**config.mk**
```make
export PLATFORM = sky130hd
export DESIGN_NAME = bin2bcd_seq
export DESIGN_NICKNAME = d
export VERILOG_FILES = /design/src/rtl/counter_pkg.sv /design/src/rtl/bcd_add3.sv /design/src/rtl/bin2bcd_seq.sv
export SDC_FILE = /design/constraint.sdc
export NUM_CORES = 1
export LEC_CHECK = 0
export CAP_MARGIN = 20
export CORE_AREA = 2 2 87 89
export CTS_CLUSTER_SIZE = 25
export DETAILED_ROUTE_END_ITERATION = 6
export DIE_AREA = 0 0 89 91
export GPL_TIMING_DRIVEN = 0
export MAX_ROUTING_LAYER = met4
export PLACE_DENSITY = 0.66
export SYNTH_ARGS = -nofsm -noshare
export SYNTH_HDL_FRONTEND = slang
export SYNTH_SLANG_ARGS = --single-unit
```
**constraint.sdc**
```tcl
create_clock -name clk -period 1.5 [get_ports clk]
set_clock_uncertainty 0.05 [all_clocks]
set_input_delay 0.15 -clock clk [delete_from_list [all_inputs] [get_ports clk]]
set_output_delay 0.15 -clock clk [all_outputs]
set_load 0.005 [all_outputs]
```
**src/rtl/counter_pkg.sv**
```systemverilog
// ----------------------------------------------------------------------------
// counter_pkg
// Shared definitions for the event-counter display path.
//   DEF_BIN_W   : default width of the binary count fed to the converter
//   DEF_DIGITS  : default number of packed BCD digits produced
//   DEF_MAX_VAL : largest displayable value (10^DEF_DIGITS - 1)
//   CNT_W       : width of the converter's bit counter
//   state_e     : converter FSM encoding (IDLE=0, SHIFT=1)
// ----------------------------------------------------------------------------
package counter_pkg;

    localparam int DEF_BIN_W   = 14;
    localparam int DEF_DIGITS  = 4;
    localparam int DEF_MAX_VAL = 9999;

    localparam int CNT_W = $clog2(DEF_BIN_W);

    typedef enum logic {
        IDLE  = 1'b0,
        SHIFT = 1'b1
    } state_e;

endpackage : counter_pkg

```
**src/rtl/bcd_add3.sv**
```systemverilog
// ----------------------------------------------------------------------------
// bcd_add3
// Combinational double-dabble digit adjust: a digit of 5 or more gets +3 so
// that the following left shift carries correctly into the next decade.
//   din  [3:0] : scratch digit before the shift
//   dout [3:0] : adjusted digit
// ----------------------------------------------------------------------------
module bcd_add3 (
    input  logic [3:0] din,
    output logic [3:0] dout
);

    assign dout = (din >= 4'd5) ? (din + 4'd3) : din;

endmodule : bcd_add3

```
**src/rtl/bin2bcd_seq.sv**
```systemverilog
// ----------------------------------------------------------------------------
// bin2bcd_seq
// Sequential binary-to-BCD converter (shift-and-add-3), one input bit per
// clock. Inputs above MAX_VAL saturate to MAX_VAL and raise ovf.
//
// Handshake: a conversion is accepted on any rising edge where start=1 and
// the block is idle (busy=0); bin_in is sampled only on that edge. start
// while busy is ignored (no queuing). done pulses for exactly one cycle when
// bcd_out/ovf update; those outputs hold their value between done pulses.
//
// Ports:
//   clk     : system clock, rising edge
//   rst     : asynchronous active-low reset
//   start   : conversion request
//   bin_in  : binary operand [BIN_W-1:0]
//   busy    : conversion in progress
//   done    : one-cycle result strobe
//   bcd_out : packed BCD [4*DIGITS-1:0], [3:0] = units
//   ovf     : last accepted operand exceeded MAX_VAL
// ----------------------------------------------------------------------------
module bin2bcd_seq
    import counter_pkg::*;
#(
    parameter int BIN_W   = DEF_BIN_W,
    parameter int DIGITS  = DEF_DIGITS,
    parameter int MAX_VAL = DEF_MAX_VAL
) (
    input  logic                  clk,
    input  logic                  rst,
    input  logic                  start,
    input  logic [BIN_W-1:0]      bin_in,
    output logic                  busy,
    output logic                  done,
    output logic [4*DIGITS-1:0]   bcd_out,
    output logic                  ovf
);

    localparam int                 BCD_W   = 4 * DIGITS;
    localparam int                 BITC_W  = (BIN_W > 1) ? $clog2(BIN_W) : 1;
    localparam logic [BIN_W-1:0]   MAX_VEC = BIN_W'(MAX_VAL);
    localparam logic [BITC_W-1:0]  LAST_BIT = BITC_W'(BIN_W - 1);

    state_e              state_q,   state_d;
    logic [BIN_W-1:0]    op_q,      op_d;
    logic [BCD_W-1:0]    scratch_q, scratch_d;
    logic [BITC_W-1:0]   cnt_q,     cnt_d;
    logic                pend_q,    pend_d;
    logic [BCD_W-1:0]    bcd_q,     bcd_d;
    logic                ovf_q,     ovf_d;
    logic                done_q,    done_d;

    logic [BCD_W-1:0]    adj;

    // Per-digit adjust of the scratch register, applied before each shift.
    for (genvar g = 0; g < DIGITS; g++) begin : g_adj
        bcd_add3 u_add3 (
            .din  (scratch_q[4*g +: 4]),
            .dout (adj[4*g +: 4])
        );
    end

    always_comb begin
        state_d   = state_q;
        op_d      = op_q;
        scratch_d = scratch_q;
        cnt_d     = cnt_q;
        pend_d    = pend_q;
        bcd_d     = bcd_q;
        ovf_d     = ovf_q;
        done_d    = 1'b0;

        case (state_q)
            IDLE: begin
                if (start) begin
                    // Saturating keeps the top digit from ever carrying out.
                    if (bin_in > MAX_VEC) begin
                        op_d   = MAX_VEC;
                        pend_d = 1'b1;
                    end else begin
                        op_d   = bin_in;
                        pend_d = 1'b0;
                    end
                    scratch_d = '0;
                    cnt_d     = '0;
                    state_d   = SHIFT;
                end
            end
            SHIFT: begin
                scratch_d = {adj[BCD_W-2:0], op_q[BIN_W-1]};
                op_d      = {op_q[BIN_W-2:0], 1'b0};
                cnt_d     = cnt_q + 1'b1;
                if (cnt_q == LAST_BIT) begin
                    // Publish the fully shifted value directly so bcd_out
                    // never exposes a partial scratch pattern.
                    bcd_d   = scratch_d;
                    ovf_d   = pend_q;
                    done_d  = 1'b1;
                    state_d = IDLE;
                end
            end
            default: state_d = IDLE;
        endcase
    end

    always_ff @(posedge clk or negedge rst) begin
        if (!rst) begin
            state_q   <= IDLE;
            op_q      <= '0;
            scratch_q <= '0;
            cnt_q     <= '0;
            pend_q    <= 1'b0;
            bcd_q     <= '0;
            ovf_q     <= 1'b0;
            done_q    <= 1'b0;
        end else begin
            state_q   <= state_d;
            op_q      <= op_d;
            scratch_q <= scratch_d;
            cnt_q     <= cnt_d;
            pend_q    <= pend_d;
            bcd_q     <= bcd_d;
            ovf_q     <= ovf_d;
            done_q    <= done_d;
        end
    end

    assign busy    = (state_q == SHIFT);
    assign done    = done_q;
    assign bcd_out = bcd_q;
    assign ovf     = ovf_q;

endmodule : bin2bcd_seq

```
# Word level (Yosys, flattened, before mapping)
# Index checks and enable logic that the tools add are counted.
dict set report op_classes {
  addsub 5
  magnitude_cmp 5
  n_eq_ne 2
  muxes 17
  bitwise_logic 1
  n_reduce_logical 2
}
# cell count
set op_table {}
lappend op_table {{16-bit case mux with 2 select lines} 1}
lappend op_table {{14-bit two-way mux} 2}
lappend op_table {{14-bit case mux with 2 select lines} 1}
lappend op_table {{4-bit by 3-bit greater-or-equal comparator with 1-bit output (second input constant)} 4}
lappend op_table {{16-bit two-way mux} 1}
lappend op_table {{4-bit two-way mux} 4}
lappend op_table {{14-bit greater-than comparator (second input constant)} 1}
lappend op_table {{4-bit by 2-bit adder with 4-bit output (second input constant)} 3}
lappend op_table {{4-bit case mux with 2 select lines} 1}
lappend op_table {{1-bit two-way mux} 5}
lappend op_table {{4-bit by 1-bit adder with 4-bit output (second input constant)} 1}
lappend op_table {{4-bit == test (second input constant)} 1}
lappend op_table {{2-bit AND reduction} 2}
lappend op_table {{3-bit by 2-bit adder with 3-bit output (second input constant)} 1}
lappend op_table {{3-bit two-way mux} 1}
lappend op_table {{2-bit != test (second input constant)} 1}
lappend op_table {{1-bit case mux with 2 select lines} 1}
lappend op_table {{1-bit inverter} 1}
dict set report totals {
  reg_bits 54
  inputBits 17
  out_inout_bits 19
  elab_cells 40
}

# Longest topological paths before layout
dict set report logic_depth {
  depth_word 4
  mapped_depth 6
  ltp_nobuf 6
}

# By module
# Synthesis repeated with hierarchy kept, for this count alone.
dict set report hier_totals {
  hier_cells 270
  hier_area_um2 2671.3
}
# module instances cells_per_inst area_per_inst_um2 seq_area_each_um2
set by_module_without_submodules {}
lappend by_module_without_submodules {bin2bcd_seq 1 206 2265.9 1351.3}
lappend by_module_without_submodules {bcd_add3 4 16 101.3 0.0}

# Worst setup path after synthesis
# OpenSTA, ideal clock, no wires.
dict set report synth_timing {
  path_kind {register -> register}
  startpoint {register scratch_q[0]}
  endpoint {register bcd_q[2] (netlist: bcd_out[2])}
  setup_time_ns 0.083
  arrival_ns 1.447
  t_required_ns 1.367
  setup_slack_ns -0.079
  path_stages_with_launch 7
  path_buffers 0
  cell_sequence {dfrtp_1 inv_1 ha_1 nand2b_1 a21oi_1 mux2_2 o21ai_0}
}
dict set report synth_via {
  elab_chain_cells 2
  elab_cells_between_ends 3
}
# element line_no
set synth_rtl {}
lappend synth_rtl {{from (decl)} bin2bcd_seq.sv:45} ;# logic [BCD_W-1:0] scratch_q, scratch_d;
lappend synth_rtl {{from (signal assigned)} bin2bcd_seq.sv:118} ;# scratch_q <= scratch_d;
lappend synth_rtl {{4-bit by 2-bit adder with 4-bit output or 4-bit by 3-bit greater-or-equal comparator with 1-bit output (tied branches)} bcd_add3.sv:13} ;# assign dout = (din >= 4'd5) ? (din + 4'd3) : din;
lappend synth_rtl {{4-bit two-way mux *} bcd_add3.sv:13}
lappend synth_rtl {{to (signal assigned)} bin2bcd_seq.sv:112} ;# bcd_q <= '0;
lappend synth_rtl {{to (signal assigned)} bin2bcd_seq.sv:121} ;# bcd_q <= bcd_d;
lappend synth_rtl {{to (decl)} bin2bcd_seq.sv:48} ;# logic [BCD_W-1:0] bcd_q, bcd_d;
# Mark *: on every way between the ends. The rest lies on a longest branch, timed or not.
# A chain may end at the register's enable or synchronous reset.

# Worst setup path in the final report
dict set report layout_timing {
  startpoint {register scratch_q[8]}
  endpoint {register bcd_q[10] (netlist: bcd_out[10])}
}
# Same word-level chain as after synthesis.

==> flow_summary_export.csv <==
group,metric,value,unit
yosys,synth_edf_count,0,
grt,grt_max_degree,41,
sta,finalSetupViolations,2,
critical_path,rr_startpoint,"scratch_q[8]$_DFFE_PN0P_",
clock_network,cts_tree,"done",
sta,worstMarginPinSlew,388,ps
yosys,synth-seq-cells,54,
detailed_routing,via_per_inst,4.91,
layout,syn_to_final_growth,34.5,%
layout,antenna_cells,0,
sta,fin_tns_setup,-36.1,ps
sta,hold_viol_final,0,
critical_path,timing.rr.end,"bcd_out[10]$_DFFE_PN0P_",
yosys,synth_area_leader_cell,"dfrtp_1",
detailed_routing,wl_per_cell,14.2,um
die,fp.dieH,91,um
grt,grt_pass1_vias,2035,
run_status,outcome,"complete, but fails checks",
sta,whs,163,ps
power,power.density,2060,nW/um2
detailed_routing,vias,2064,
layout,final_cell_mix,"dfrtp_1 (51), nand2_1 (41), clkdlybuf4s50_1 (33)",
sta,rsz0062_at_grt,"true",
yosys,synthCells,261,
sta,layout_setup_ws,-29.6,ps
critical_path,critPathMaxFanout,4,
detailed_routing,drt-total-wl,5970,um
place,dp_hpwl,4020,um
clock_network,cts_buffers,5,
detailed_routing,drtPass1Iterations,4,
critical_path,slowest_stage,"dfrtp_2",
sta,max_freq,654,MHz
run_status,violations,"setup timing",
worst_hold_path,hp-start,"start",
yosys,syn_avg_cell_area,10.3,um2
grt,grt_usage,0.159,
clock_network,clock_sinks,54,
critical_path,r2r_setup_slack,-30,ps
yosys,synth_flop_cell,"dfrtp_1",
yosys,ys_warn_count,0,
critical_path,end_kind,"flip-flop",
detailed_routing,detail-route-antenna-nets,0,
clock_network,path_clk_slew,90,ps
critical_path,critical_path.top_delay_family,"flip-flops",
layout,drive_gt1_frac,0.271,
sta,slew_headroom,0.741,
grt,antenna_found_initial,0,
clock_network,clk_latency,300,ps
clock_network,htreeDepth,2,
critical_path,reg2reg_depth,5,
yosys,syn_nets,288,
place,io_buffer_count,34,
die,rows,31,
critical_path,critPathBufInv,0,
detailed_routing,drtIter0Drc,73,
sta,period_share,1.02,
layout,fill_cells,676,
layout,nNetsFinal,348,
layout,multi_input_area,1430,um2
power,p_leak,1.70,nW
run,max-cap-violations,0,
sta,maxSlewViolCount,0,
clock_network,cts-root-buf,"clkbuf_8",
die,die_width,89,um
worst_hold_path,hold_depth,3,
yosys,yosysSeqAreaShare,0.502,
worst_hold_path,hp-class,"input port to flip-flop",
critical_path,cp.arrival,1720,ps
critical_path,cp_slowest_stage_delay,460,ps
critical_path,required,1690,ps
grt,grt_overflow,0,
place,gp_congestion,0.793,
critical_path,timing.setup.critical_path_class,"flip-flop to flip-flop",
clock_network,cts_buffer_depth,2,
sta,fin_crit,1530,ps
critical_path,cp_cell_sequence,"ha_4, nand2b_4, a21oi_4, mux2i_2, mux2_4",
critical_path,start_kind,"flip-flop",
detailed_routing,drc,0,
power,peakVddDrop,0.000585,V
die,start_util,0.377,
yosys,synth.cell_area,2690,um2
yosys,synth_top_area_share,0.502,
worst_hold_path,whs_endpoint,"busy$_DFF_PN0_",
critical_path,startpoint,"scratch_q[8]$_DFFE_PN0P_",
yosys,synth.area.top_cells,"dfrtp_1 (50%), mux2i_1 (6.7%), nand2_1 (5.7%)",
die,core_area,7140,um2
layout,layout_commonest_cell,"dfrtp_1",
layout,regArea,1360,um2
die,die_area,8100,um2
yosys,yosysUniqueCellTypes,34,
grt,grt_pass1_wl,9760,um
die,num_io_pins,36,
yosys,synthArstFlopShare,1.00,
## per-layer routing
layer  global-route usage  part of all wire  up-vias
met3               0.0300             0.026        7
met1                0.211              0.47     1007
met5                    -                 0        -
met4               0.0423             0.011        0
li1                     -                 -     1018
met2                0.249              0.49       32
## stage by stage
stage	utilization	power [mW]	setup WS, ps	instance area [um2]	instances
after floorplan	-	4.66	9.35	2730	261
after global placement	0.447	5.59	-1480	3190	394
after detailed placement	0.449	5.71	-161	3210	395
after CTS	0.489	7.11	-8.81	3490	412
after global routing	0.508	8.12	-82.2	3620	420
final	0.508	7.48	-29.6	3620	420
## state kept, by name, indices dropped and copies added, names as in the netlist
| register | flops |
|---|---|
| pend_q | 1 |
| cnt_q | 4 |
| ovf | 1 |
| bcd_out | 16 |
| op_q | 14 |
| busy | 1 |
| done | 1 |
| scratch_q | 16 |
## worst register-to-register path: stages (launching register included)
cell      delay [ps]
dfrtp_2          460
ha_4             160
nand2b_4         140
a21oi_4          200
mux2i_2          280
mux2_4           180
## logic make-up (layout without fill, tap and decap cells)
group	Yosys count	count (layout)	share of synthesized area
AND/OR/NAND/NOR	79	79	0.147
AO/OA/AOI/OAI	56	56	0.124
flip-flops	54	54	0.502
multiplexers	29	29	0.116
buffers and inverters	27	87	0.0464
adder cells (fa/ha/maj)	10	10	0.0464
XOR/XNOR	6	6	0.0195
## cell usage after synthesis, types with 2 or more instances
cell / n
xnor2_1: 5
nand2b_1: 6
nand2_1: 41
a21oi_2: 2
dfrtp_1: 54
mux2_2: 9
a21o_1: 4
clkbuf_1: 2
inv_1: 14
nand3_1: 6
mux2i_1: 18
nor3b_1: 13
o21ai_0: 24
nor2_1: 7
mux2_4: 2
a22o_1: 2
a21oi_1: 15
buf_4: 2
o31ai_1: 2
buf_2: 7
a311oi_1: 3
ha_1: 10
nor3_1: 2
## worst max path at each step
| stage | endpoint | slack [ps] | cells past startpoint |
|---|---|---|---|
| floorplan | bcd_out[2]$_DFFE_PN0P_ | 9 | 6 |
| global placement | bcd_out[13]$_DFFE_PN0P_ | -1480 | 1 |
| detailed placement | bcd_out[6]$_DFFE_PN0P_ | -160 | 6 |
| CTS | scratch_q[6]$_DFFE_PN0P_ | -9 | 6 |
| global route | bcd_out[10]$_DFFE_PN0P_ | -80 | 6 |
| finish | bcd_out[10]$_DFFE_PN0P_ | -30 | 5 |
## report_power, final
group / total, mW / internal (mW) / switching, mW
registers: 2.67 / 2.12 / 0.552
clock network: 0.778 / 0.323 / 0.454
logic: 4.03 / 2.27 / 1.76
## cell type report
type,instances,share of cell area
plain buffers,12,0.0231
clock buffers,7,0.0211
inverters,15,0.0169
multi-input cells,180,0.394
flip-flops and latches,54,0.374
well taps,99,0.0342
repair buffers,53,0.136
## repair_timing
| item | 4_1_cts | 5_1_grt |
|---|---|---|
| pin swaps | 4 | 12 |
| hold buffers | 1 | 0 |
| hold endpoints to repair | 14 | 0 |
| buffers inserted | 9 | 8 |
| gates resized for setup | 34 | 24 |
| endpoints found under the setup margin | 20 | 41 |
Power figures use the tool's default switching activity.
